**config.mk**
```make
export PLATFORM = sky130hd
export DESIGN_NAME = traceback_unit_flat
export DESIGN_NICKNAME = d
export VERILOG_FILES = /design/src/rtl/sw_pkg.sv /design/src/rtl/traceback_unit_if.sv /design/src/rtl/tb_ptr_ram.sv /design/src/rtl/traceback_unit.sv /design/src/flat_wrapper.sv
export SDC_FILE = /design/constraint.sdc
export NUM_CORES = 1
export LEC_CHECK = 0
export BUFFER_PORTS_ARGS = -buffer_cell sky130_fd_sc_hd__buf_4
export CAP_MARGIN = 0
export CELL_PAD_IN_SITES_DETAIL_PLACEMENT = 1
export CELL_PAD_IN_SITES_GLOBAL_PLACEMENT = 1
export CORE_ASPECT_RATIO = 0.9
export CORE_MARGIN = 1
export CORE_UTILIZATION = 50
export DETAILED_ROUTE_END_ITERATION = 7
export PLACE_DENSITY_LB_ADDON = 0.12
export RECOVER_POWER = 100
export REMOVE_ABC_BUFFERS = 1
export SYNTH_ARGS = -nofsm -noshare
export SYNTH_HDL_FRONTEND = slang
export SYNTH_HIERARCHICAL = 1
export SYNTH_SLANG_ARGS = --single-unit
```
**constraint.sdc**
```tcl
create_clock -name clk -period 4.55 [get_ports clk]
set_clock_uncertainty 0.2 [all_clocks]
set_input_delay 0.2275 -clock clk [delete_from_list [all_inputs] [get_ports clk]]
set_output_delay 0.2275 -clock clk [all_outputs]
set_load 0.05 [all_outputs]
```
**src/rtl/sw_pkg.sv**
```systemverilog
// rtl/sw_pkg.sv - shared direction/state types for the Smith-Waterman traceback path
package sw_pkg;

  typedef enum logic [1:0] {
    STOP = 2'd0,
    UP   = 2'd1,
    LEFT = 2'd2,
    DIAG = 2'd3
  } dir_t;

  typedef enum logic [1:0] {
    S_IDLE,
    S_FILL,
    S_SEEK,
    S_EMIT
  } tb_state_t;

  localparam int SCORE_W_DEF = 8;

endpackage

```
**src/rtl/traceback_unit_if.sv**
```systemverilog
// rtl/traceback_unit_if.sv - cell input stream, op output stream and status of the traceback unit
interface traceback_unit_if
  import sw_pkg::*;
#(
  parameter int QLEN    = 4,
  parameter int RLEN    = 16,
  parameter int SCORE_W = SCORE_W_DEF
);
  localparam int IW = (QLEN > 1) ? $clog2(QLEN) : 1;
  localparam int JW = (RLEN > 1) ? $clog2(RLEN) : 1;

  logic                      start;
  logic                      cell_valid;
  logic [IW-1:0]             cell_i;
  logic [JW-1:0]             cell_j;
  logic signed [SCORE_W-1:0] cell_score;
  dir_t                      cell_dir;
  logic                      fill_done;
  logic                      tb_valid;
  logic                      tb_ready;
  dir_t                      tb_op;
  logic [IW-1:0]             tb_i;
  logic [JW-1:0]             tb_j;
  logic                      tb_last;
  logic signed [SCORE_W-1:0] max_score;
  logic [IW-1:0]             max_i;
  logic [JW-1:0]             max_j;
  logic                      busy;
  logic                      done;
  logic                      err;

  modport master (
    output start, cell_valid, cell_i, cell_j, cell_score, cell_dir, fill_done, tb_ready,
    input  tb_valid, tb_op, tb_i, tb_j, tb_last, max_score, max_i, max_j, busy, done, err
  );

  modport slave (
    input  start, cell_valid, cell_i, cell_j, cell_score, cell_dir, fill_done, tb_ready,
    output tb_valid, tb_op, tb_i, tb_j, tb_last, max_score, max_i, max_j, busy, done, err
  );
endinterface

```
**src/rtl/tb_ptr_ram.sv**
```systemverilog
// rtl/tb_ptr_ram.sv - 2-bit direction pointer store, one write port, one registered read port
module tb_ptr_ram #(
  parameter int DEPTH = 64,
  parameter int AW    = 6
) (
  input  logic          clk,
  input  logic          reset,
  input  logic          we,
  input  logic [AW-1:0] waddr,
  input  logic [1:0]    wdata,
  input  logic          re,
  input  logic [AW-1:0] raddr,
  output logic [1:0]    rdata
);
  logic [1:0] mem [DEPTH];

  // Array is deliberately left unreset; only the read register is cleared.
  always_ff @(posedge clk) begin
    if (we) mem[waddr] <= wdata;
  end

  always_ff @(posedge clk or posedge reset) begin
    if (reset)   rdata <= 2'd0;
    else if (re) rdata <= mem[raddr];
  end
endmodule

```
**src/rtl/traceback_unit.sv**
```systemverilog
// rtl/traceback_unit.sv - stores DP pointers and max cell during fill, then walks the path back
module traceback_unit
  import sw_pkg::*;
#(
  parameter int QLEN    = 4,
  parameter int RLEN    = 16,
  parameter int SCORE_W = SCORE_W_DEF
) (
  input logic             clk,
  input logic             reset,
  traceback_unit_if.slave bus
);
  localparam int IW    = (QLEN > 1) ? $clog2(QLEN) : 1;
  localparam int JW    = (RLEN > 1) ? $clog2(RLEN) : 1;
  localparam int CELLS = QLEN * RLEN;
  localparam int AW    = (CELLS > 1) ? $clog2(CELLS) : 1;

  tb_state_t                 state, state_nx;
  logic [IW-1:0]             cur_i, max_i_q;
  logic [JW-1:0]             cur_j, max_j_q;
  logic signed [SCORE_W-1:0] max_q;
  logic [CELLS-1:0]          ptr_vld;
  logic                      rd_vld, force_stop, err_q, done_q;
  logic [1:0]                rd_data;
  logic [AW-1:0]             waddr, raddr;
  logic                      in_range, wr_en, accept, underflow;
  dir_t                      emit_op;

  assign in_range = (int'(bus.cell_i) < QLEN) && (int'(bus.cell_j) < RLEN);
  assign wr_en    = (state == S_FILL) && bus.cell_valid && in_range && !bus.start;
  assign waddr    = AW'(int'(bus.cell_i) * RLEN + int'(bus.cell_j));
  assign raddr    = AW'(int'(cur_i) * RLEN + int'(cur_j));
  assign accept   = (state == S_EMIT) && bus.tb_ready;

  tb_ptr_ram #(.DEPTH(CELLS), .AW(AW)) u_ram (
    .clk   (clk),
    .reset (reset),
    .we    (wr_en),
    .waddr (waddr),
    .wdata (bus.cell_dir),
    .re    (state == S_SEEK),
    .raddr (raddr),
    .rdata (rd_data)
  );

  // Cells never written since start read back as STOP so stale pointers cannot extend a path.
  always_comb begin
    emit_op = (force_stop || !rd_vld) ? STOP : dir_t'(rd_data);
    underflow = 1'b0;
    case (emit_op)
      UP:      underflow = (cur_i == '0);
      LEFT:    underflow = (cur_j == '0);
      DIAG:    underflow = (cur_i == '0) || (cur_j == '0);
      default: underflow = 1'b0;
    endcase
  end

  always_comb begin
    state_nx = state;
    if (bus.start) begin
      state_nx = S_FILL;
    end else begin
      case (state)
        S_FILL: if (bus.fill_done) state_nx = (max_q > 0) ? S_SEEK : S_EMIT;
        S_SEEK: state_nx = S_EMIT;
        S_EMIT: if (accept) begin
          if (emit_op == STOP)  state_nx = S_IDLE;
          else if (!underflow)  state_nx = S_SEEK;
        end
        default: state_nx = state;
      endcase
    end
  end

  always_ff @(posedge clk or posedge reset) begin
    if (reset) state <= S_IDLE;
    else       state <= state_nx;
  end

  always_ff @(posedge clk or posedge reset) begin
    if (reset) begin
      max_q <= '0; max_i_q <= '0; max_j_q <= '0;
      cur_i <= '0; cur_j <= '0; ptr_vld <= '0;
      rd_vld <= 1'b0; force_stop <= 1'b0; err_q <= 1'b0; done_q <= 1'b0;
    end else if (bus.start) begin
      max_q <= '0; max_i_q <= '0; max_j_q <= '0;
      cur_i <= '0; cur_j <= '0; ptr_vld <= '0;
      rd_vld <= 1'b0; force_stop <= 1'b0; err_q <= 1'b0; done_q <= 1'b0;
    end else begin
      done_q <= accept && (emit_op == STOP);
      if (bus.cell_valid && (state != S_FILL || !in_range)) err_q <= 1'b1;
      if (bus.fill_done && state != S_FILL) err_q <= 1'b1;
      if (wr_en) begin
        ptr_vld[waddr] <= 1'b1;
        if (bus.cell_score > max_q) begin
          max_q   <= bus.cell_score;
          max_i_q <= bus.cell_i;
          max_j_q <= bus.cell_j;
        end
      end
      if (state == S_FILL && bus.fill_done) begin
        if (max_q > 0) begin
          cur_i <= max_i_q; cur_j <= max_j_q; force_stop <= 1'b0;
        end else begin
          cur_i <= '0; cur_j <= '0; force_stop <= 1'b1;
        end
      end
      if (state == S_SEEK) rd_vld <= ptr_vld[raddr];
      if (accept && emit_op != STOP) begin
        if (underflow) begin
          force_stop <= 1'b1;
        end else begin
          if (emit_op == UP || emit_op == DIAG)   cur_i <= cur_i - IW'(1);
          if (emit_op == LEFT || emit_op == DIAG) cur_j <= cur_j - JW'(1);
        end
      end
    end
  end

  assign bus.tb_valid  = (state == S_EMIT);
  assign bus.tb_op     = bus.tb_valid ? emit_op : STOP;
  assign bus.tb_i      = cur_i;
  assign bus.tb_j      = cur_j;
  assign bus.tb_last   = bus.tb_valid && (emit_op == STOP);
  assign bus.max_score = max_q;
  assign bus.max_i     = max_i_q;
  assign bus.max_j     = max_j_q;
  assign bus.busy      = (state != S_IDLE);
  assign bus.done      = done_q;
  assign bus.err       = err_q;
endmodule

```
**src/flat_wrapper.sv**
```systemverilog
// flat-port wrapper written by rule: the top's interface ports become plain ports
module traceback_unit_flat import sw_pkg::*;
#(
  parameter int QLEN    = 4,
  parameter int RLEN    = 16,
  parameter int SCORE_W = SCORE_W_DEF
)
  (clk, reset, bus_start, bus_cell_valid, bus_cell_i, bus_cell_j, bus_cell_score, bus_cell_dir, bus_fill_done, bus_tb_ready, bus_tb_valid, bus_tb_op, bus_tb_i, bus_tb_j, bus_tb_last, bus_max_score, bus_max_i, bus_max_j, bus_busy, bus_done, bus_err);
  traceback_unit_if #(.QLEN(QLEN), .RLEN(RLEN), .SCORE_W(SCORE_W)) bus_i ();
  input logic clk;
  input logic reset;
  input wire logic [$bits(bus_i.start)-1:0] bus_start;
  input wire logic [$bits(bus_i.cell_valid)-1:0] bus_cell_valid;
  input wire logic [$bits(bus_i.cell_i)-1:0] bus_cell_i;
  input wire logic [$bits(bus_i.cell_j)-1:0] bus_cell_j;
  input wire logic [$bits(bus_i.cell_score)-1:0] bus_cell_score;
  input wire logic [$bits(bus_i.cell_dir)-1:0] bus_cell_dir;
  input wire logic [$bits(bus_i.fill_done)-1:0] bus_fill_done;
  input wire logic [$bits(bus_i.tb_ready)-1:0] bus_tb_ready;
  output wire logic [$bits(bus_i.tb_valid)-1:0] bus_tb_valid;
  output wire logic [$bits(bus_i.tb_op)-1:0] bus_tb_op;
  output wire logic [$bits(bus_i.tb_i)-1:0] bus_tb_i;
  output wire logic [$bits(bus_i.tb_j)-1:0] bus_tb_j;
  output wire logic [$bits(bus_i.tb_last)-1:0] bus_tb_last;
  output wire logic [$bits(bus_i.max_score)-1:0] bus_max_score;
  output wire logic [$bits(bus_i.max_i)-1:0] bus_max_i;
  output wire logic [$bits(bus_i.max_j)-1:0] bus_max_j;
  output wire logic [$bits(bus_i.busy)-1:0] bus_busy;
  output wire logic [$bits(bus_i.done)-1:0] bus_done;
  output wire logic [$bits(bus_i.err)-1:0] bus_err;
  assign bus_i.start = bus_start;
  assign bus_i.cell_valid = bus_cell_valid;
  assign bus_i.cell_i = bus_cell_i;
  assign bus_i.cell_j = bus_cell_j;
  assign bus_i.cell_score = bus_cell_score;
  assign bus_i.cell_dir = bus_cell_dir;
  assign bus_i.fill_done = bus_fill_done;
  assign bus_i.tb_ready = bus_tb_ready;
  assign bus_tb_valid = bus_i.tb_valid;
  assign bus_tb_op = bus_i.tb_op;
  assign bus_tb_i = bus_i.tb_i;
  assign bus_tb_j = bus_i.tb_j;
  assign bus_tb_last = bus_i.tb_last;
  assign bus_max_score = bus_i.max_score;
  assign bus_max_i = bus_i.max_i;
  assign bus_max_j = bus_i.max_j;
  assign bus_busy = bus_i.busy;
  assign bus_done = bus_i.done;
  assign bus_err = bus_i.err;
  traceback_unit #(.QLEN(QLEN), .RLEN(RLEN), .SCORE_W(SCORE_W)) u_core (.clk(clk), .reset(reset), .bus(bus_i));
endmodule
```
# [Word-level counts from Yosys, hierarchy flattened]
# Memory sizes are Yosys's and may differ from the RTL's. A register that Yosys moved wholly into a read port is not among the register bits.
# Index checks and enable logic that the tools add are counted.
[word_totals] regBits=90 ramBits=128 inputBits=22 out_inout_bits=27 elab_cells=110 n_memories=1
[mem_list] memory="u_core.u_ram.mem" depth=64 width=2 rd=1 rd_ports_with_merged_regs=1 wr=1 line_no="tb_ptr_ram.sv:15" text="logic [1:0] mem [DEPTH];"
[op_classes] n_addsub=4 n_lt_le_gt_ge=5 n_eq_ne=10 muxes=50 n_bitwise=1 n_reduce_logical=28
[ops] op="2-to-1 mux 64 bit" count=2
[ops] op="bitwise OR 64 bit" count=1
[ops] op="2-to-1 mux 4 bit" count=9
[ops] op="2-to-1 mux 2 bit" count=16
[ops] op="2-to-1 mux 8 bit" count=3
[ops] op="2-to-1 mux 1 bit" count=16
[ops] op="< comparator 6 x 7 -> 1 bit, second input constant" count=2
[ops] op="adder 6 x 4 -> 6 bit" count=2
[ops] op="logical AND 1 bit" count=10
[ops] op="nonzero test 2 bit" count=5
[ops] op="== test 2 bit, second input constant" count=4
[ops] op="greater-than comparator 8 x 1 -> 1 bit, second input constant" count=1
[ops] op="greater-than comparator 8 bit" count=1
[ops] op="binary-select mux 1 bit (select 6 bit)" count=1
[ops] op="demux 1 bit (select 6 bit)" count=1
[ops] op=">= comparator 6 x 1 -> 1 bit, second input constant" count=1
[ops] op="inequality test 3 bit, second input constant" count=2
[ops] op="one-hot mux 2 bit (3 select lines)" count=1
[ops] op="== test 2 x 1 -> 1 bit, second input constant" count=2
[ops] op="logical NOT 2 bit" count=2
[ops] op="logical NOT 4 bit" count=1
[ops] op="logical OR 1 bit" count=4
[ops] op="inequality test 4 bit, second input constant" count=1
[ops] op="AND reduction 4 bit" count=1
[ops] op="other kinds (8)" count=9

# [Logic depth before layout (Yosys ltp)]
[depth] depth_word=10 ltp_mapped=10 mapped_depth_nobuf=8

# [Cells and area by module]
# Netlist, hierarchy kept.
[by_module_without_submodules] mod="tb_ptr_ram" n_inst=1 cells_per_inst=348 area_per_inst_um2=5509.0 seq_area_each_um2=3893.7
[by_module_without_submodules] mod="traceback_unit" n_inst=1 cells_per_inst=459 area_per_inst_um2=4556.9 seq_area_each_um2=2252.2

# [Worst setup path after synthesis]
# Ideal clock, no wire load.
[synth_path] path_kind="register to register" from="register u_core.cur_j[1], in the netlist u_core/bus.tb_j[1]" to="register u_core.state[0]" setup_ns=0.124 arrival_time_ns=2.427 t_required_ns=4.226 setup_slack_ns=1.799 stages_incl_launch_ff=10 n_path_buf=2 synth_period_minus_slack_ns=2.751 path_cell_list="dfrtp_1 > buf_2 > inv_1 > buf_2 > ha_1 > a41oi_1 > nand3_1 > a22o_1 > o21a_1 > a211o_1"
[synth_via] elab_chain_cells=5
[synth_lines] element="start, declared" line_no="traceback_unit.sv:20" text="logic [JW-1:0] cur_j, max_j_q;"
[synth_lines] element="start signal, assigned" line_no="traceback_unit.sv:114" text="if (emit_op == LEFT || emit_op == DIAG) cur_j <= cur_j - JW'(1);"
[synth_lines] element="logical NOT 4 bit (*)" line_no="traceback_unit.sv:52, traceback_unit.sv:53"
[synth_lines] element="logical OR 1 bit" line_no="traceback_unit.sv:53" text="DIAG: underflow = (cur_i == '0) || (cur_j == '0);"
[synth_lines] element="one-hot mux 1 bit (3 select lines) (*)" line_no="traceback_unit.sv:50" text="case (emit_op)"
[synth_lines] element="inequality test 4 bit (no line) (*)"
[synth_lines] element="AND reduction 4 bit (no line) (*)"
[synth_lines] element="end signal, assigned" line_no="traceback_unit.sv:77" text="else state <= state_nx;"
[synth_lines] element="end, declared" line_no="traceback_unit.sv:18" text="tb_state_t state, state_nx;"
# Mark *: on every way between the ends. The rest lies on a longest branch, timed or not.
# A chain may end at the register's enable or synchronous reset.

# [Worst setup path in the final report]
[layout_path] from="register u_core.cur_j[0], in the netlist u_core/bus.tb_j[0]" to="register u_core.rd_vld"
[layout_via] elab_chain_cells=5
[layout_lines] element="adder 6 x 4 -> 6 bit" line_no="traceback_unit.sv:32" text="assign raddr = AW'(int'(cur_i) * RLEN + int'(cur_j));"
[layout_lines] element="binary-select mux 1 bit (select 6 bit)" line_no="traceback_unit.sv:108" text="if (state == S_SEEK) rd_vld <= ptr_vld[raddr];"
[layout_lines] element="2-to-1 mux 1 bit (not written as such)" line_no="traceback_unit.sv:108"
[layout_lines] element="2-to-1 mux 1 bit" line_no="traceback_unit.sv:108"
[layout_lines] element="2-to-1 mux 1 bit" line_no="traceback_unit.sv:85" text="end else if (bus.start) begin"
[layout_lines] element="end signal, assigned" line_no="traceback_unit.sv:108"
[layout_lines] element="end, declared" line_no="traceback_unit.sv:23" text="logic rd_vld, force_stop, err_q, done_q;"
# Every way passes these cells. The select of a mux whose other input is x is not followed.

==> impl_metrics.json <==
{
  "nNetsFinal": 898,
  "multiInputGateArea_um2": 3351,
  "clkSinkCount": 220,
  "yosysSeqAreaShare": 0.6106,
  "rsz0062_at_grt": "false",
  "ys_seq_elements": 220,
  "synth_area_um2": 10070,
  "synth_edf_count": 128,
  "num_vias": 6884,
  "synth_top_area_share": 0.3819,
  "fin_crit_ns": 3.545,
  "synth_top_cell_by_area": "edfxtp_1",
  "drtIter0Drc": 495,
  "numCtsBuffers": 23,
  "syn2layout_area_growth_pct": 13.36,
  "end_kind": "flop",
  "root_buffer": "clkbuf_16",
  "hold_viol": 0,
  "status": "complete, but fails checks",
  "io_pins": 49,
  "syn_inst": 807,
  "max-slew-margin-rel": -0.7848,
  "finalSetupTns_ns": 0,
  "intPower_mw": 3.497,
  "grt_pass1_wl_mm": 41.92,
  "grt_max_degree": 65,
  "ant_nets": 0,
  "arrival_ns": 3.73,
  "yosys.area_share.adder": 0.01740,
  "ir_drop_mv": 0.2704,
  "dieArea_um2": 20700,
  "synth_compound_area_frac": 0.09683,
  "p_switching_mw": 1.338,
  "drv_cap": 5,
  "min_path_type": "flop to flop",
  "antenna_found_initial": 0,
  "post-cts-setup-buffer-count": 0,
  "fmax_mhz": 282.1,
  "synth_warnings": 6,
  "drt-total-wl_mm": 26.80,
  "grt_overflow": 0,
  "synth_area_per_cell_um2": 12.47,
  "ys_types": 59,
  "cp-start-kind": "flop",
  "slowest_delay_ns": 1.17,
  "timing.final.crit_share": 0.7791,
  "swShare": 0.2768,
  "detail_route.first_pass.iterations": 5,
  "die_h_um": 136.6,
  "rows": 48,
  "path_delay_family": "compound AO/OA/AOI/OAI gates",
  "portBuffers": 48,
  "drc": 0,
  "synthXorXnorAreaFrac": 0.001740,
  "synth_top_family_by_area": "multiplexers",
  "wl_per_cell_um": 23.76,
  "synthMuxAreaShare": 0.1197,
  "synth_flop_cell": "edfxtp_1",
  "combPwrFrac": 0.147,
  "gp_congestion": 0.8053,
  "synth-simple-area-share": 0.09758,
  "insertion_delay_ns": 0.51,
  "cp.required_ns": 4.73,
  "synthTopCellsByArea": "edfxtp_1 (38%), dfrtp_1 (23%), mux2i_1 (5.4%), mux4_2 (4.7%), o22ai_1 (4.0%)",
  "p_per_area_nw_per_um2": 423.8,
  "drive_above_1_share": 0.1036,
  "worstPathCellList": "clkbuf_2, o21ai_0, a221oi_1, o311ai_0, a211oi_1, o31ai_1",
  "core_area_um2": 19460,
  "synthArstFlopShare": 0.4182,
  "worst-setup-path-type": "flop to flop",
  "worst_slew_pin_slew_ns": 2.677,
  "fillers": 1990,
  "track_usage": 0.2694,
  "power_frac_seq": 0.466,
  "clock_power_share": 0.388,
  "cts_tree": "yes",
  "clk_pin_slew_ns": 0.06,
  "diodes": 0,
  "cts.path.max_buffers": 3,
  "power.leakage_nw": 3.961,
  "cp_slowest_cell": "dfrtp_1",
  "h-tree-depth": 1,
  "fp.dieW_um": 151.6,
  "whs_ns": 0.3165,
  "slew_viol_final": 233,
  "routed_via_density": 6.103,
  "critical_path.max_fanout": 24,
  "setup_viol_count_final": 0,
  "grt_pass1_vias": 7303,
  "start_util": 0.5173,
  "dp_hpwl_mm": 16.95,
  "register_area_um2": 6150,
  "cp_num_buf_inv": 1,
  "violations": "max-capacitance violations, max-slew violations"
}
flip-flops by register name, summed over array words and instances, names as in the netlist:
name,flops
u_core/bus.max_score,8
u_core/u_ram/rdata,2
u_core/bus.tb_i,2
u_core/bus.max_i,2
u_core/bus.done,1
u_core/state,2
u_core/bus.err,1
u_core/bus.tb_j,4
u_core/ptr_vld,64
u_core/rd_vld,1
u_core/force_stop,1
u_core/bus.max_j,4
u_core/u_ram/mem,128
area by class of cell:
type | count | area share
Inverter | 86 | 0.02840
Clock inverter | 10 | 0.009759
Tap cell | 250 | 0.02741
Sequential cell | 220 | 0.5389
Multi-Input combinational cell | 454 | 0.2936
Timing Repair Buffer | 77 | 0.04583
Clock buffer | 31 | 0.05603
synthesized netlist by cell type, types with 4 or more instances:
cell type	number
edfxtp_1	128
nor2_1	100
dfrtp_1	92
inv_1	85
o22ai_1	64
mux2i_1	54
nand2_1	36
clkbuf_1	29
mux4_2	21
ha_1	14
nand3_1	13
o21ai_0	12
nor2b_1	11
a211oi_1	10
a21oi_1	10
a221oi_1	10
nor3_1	10
a22oi_1	9
nand2b_1	8
buf_2	7
nand3b_1	7
mux4_1	6
buf_4	5
and3_1	4
nand4_1	4
power by group through the flow:
stage	Combinational, mW	Clock [mW]	Sequential (mW)
4_1_cts	0.735	1.91	2.25
2_1_floorplan	0.387	0	2.35
5_1_grt	0.763	1.98	2.26
6_report	0.709	1.87	2.25
3_3_place_gp	0.689	0	2.28
3_5_place_dp	0.711	0	2.29
stage by stage:
stage	total power, mW	instances	util	instance area, um^2	setup slack, ns
3_5_place_dp	2.998	1065	0.5424	10560	1.583
6_report	4.836	1128	0.5864	11410	1.005
4_1_cts	4.894	1128	0.5923	11530	1.493
3_3_place_gp	2.969	1065	0.5424	10560	1.604
5_1_grt	5.003	1128	0.5864	11410	0.7003
2_1_floorplan	2.735	760	-	9823	0.3372
final timing paths:
kind | depth (start not counted) | slack (ns) | end | start
max | 6 | 1.01 | u_core/rd_vld | u_core/bus.tb_j[0]
min | 2 | 0.32 | u_core/bus.err | u_core/bus.err
max reg2reg | 6 | 1.01 | u_core/rd_vld | u_core/bus.tb_j[0]
min reg2reg | 2 | 0.32 | u_core/bus.err | u_core/bus.err
max in group asynchronous | 4 | 1.52 | u_core/ptr_vld[50] | reset
min in group asynchronous | 4 | 0.53 | u_core/u_ram/rdata[0] | reset
placed cells by master, fill, tap and decap left out, types with 3 or more instances in the layout:
| cell | netlist | layout |
|---|---|---|
| mux2i_1 | 54 | 54 |
| a22oi_1 | 9 | 9 |
| nand2_1 | 36 | 36 |
| mux2_2 | 3 | 3 |
| edfxtp_1 | 128 | 128 |
| nand3_1 | 13 | 13 |
| clkbuf_1 | 29 | 32 |
| a21oi_1 | 10 | 11 |
| mux4_1 | 6 | 6 |
| a211oi_1 | 10 | 10 |
| a22o_1 | 3 | 3 |
| dlygate4sd3_1 | 0 | 22 |
| and3_1 | 4 | 4 |
| nand4_1 | 4 | 4 |
| or3_1 | 3 | 3 |
| dfrtp_1 | 92 | 91 |
| mux4_2 | 21 | 21 |
| nor3b_1 | 3 | 3 |
| nor2_1 | 100 | 100 |
| nor3_1 | 10 | 10 |
| nand2b_1 | 8 | 8 |
| o22ai_1 | 64 | 64 |
| clkinv_4 | 0 | 3 |
| clkbuf_16 | 0 | 23 |
| ha_1 | 14 | 14 |
| nand3b_1 | 7 | 7 |
| clkbuf_8 | 0 | 3 |
| a311oi_1 | 3 | 3 |
| a221oi_1 | 10 | 10 |
| o21ai_0 | 12 | 13 |
| nor2b_1 | 11 | 11 |
| buf_4 | 5 | 25 |
| inv_1 | 85 | 85 |
metal layers:
| layer | global-route usage | vias up | part of all wire |
|---|---|---|---|
| li1 | - | 3076 | - |
| met4 | 0.05171 | 0 | 0.014 |
| met2 | 0.4439 | 188 | 0.48 |
| met5 | 0 | - | 0 |
| met1 | 0.3751 | 3588 | 0.44 |
| met3 | 0.05100 | 32 | 0.062 |
what timing repair did:
item                      CTS  global route
hold buffers               22             0
hold endpoints to repair   98             0
resized for setup           0             0
cell families (layout without fill, tap and decap cells):
group | Yosys count | in the layout
flip-flops | 220 | 220
AND/OR/NAND/NOR | 211 | 211
AO/OA/AOI/OAI | 143 | 143
buffers and inverters | 133 | 204
multiplexers | 84 | 84
adder cells (fa/ha/maj) | 14 | 14
XOR/XNOR | 2 | 2
worst min-delay path, delay by kind of cell (launching register included):
kind             cells  cell delay, ns
and+or+nand+nor      2            0.12
DFF                  1            0.35
Power figures use the tool's default switching activity.
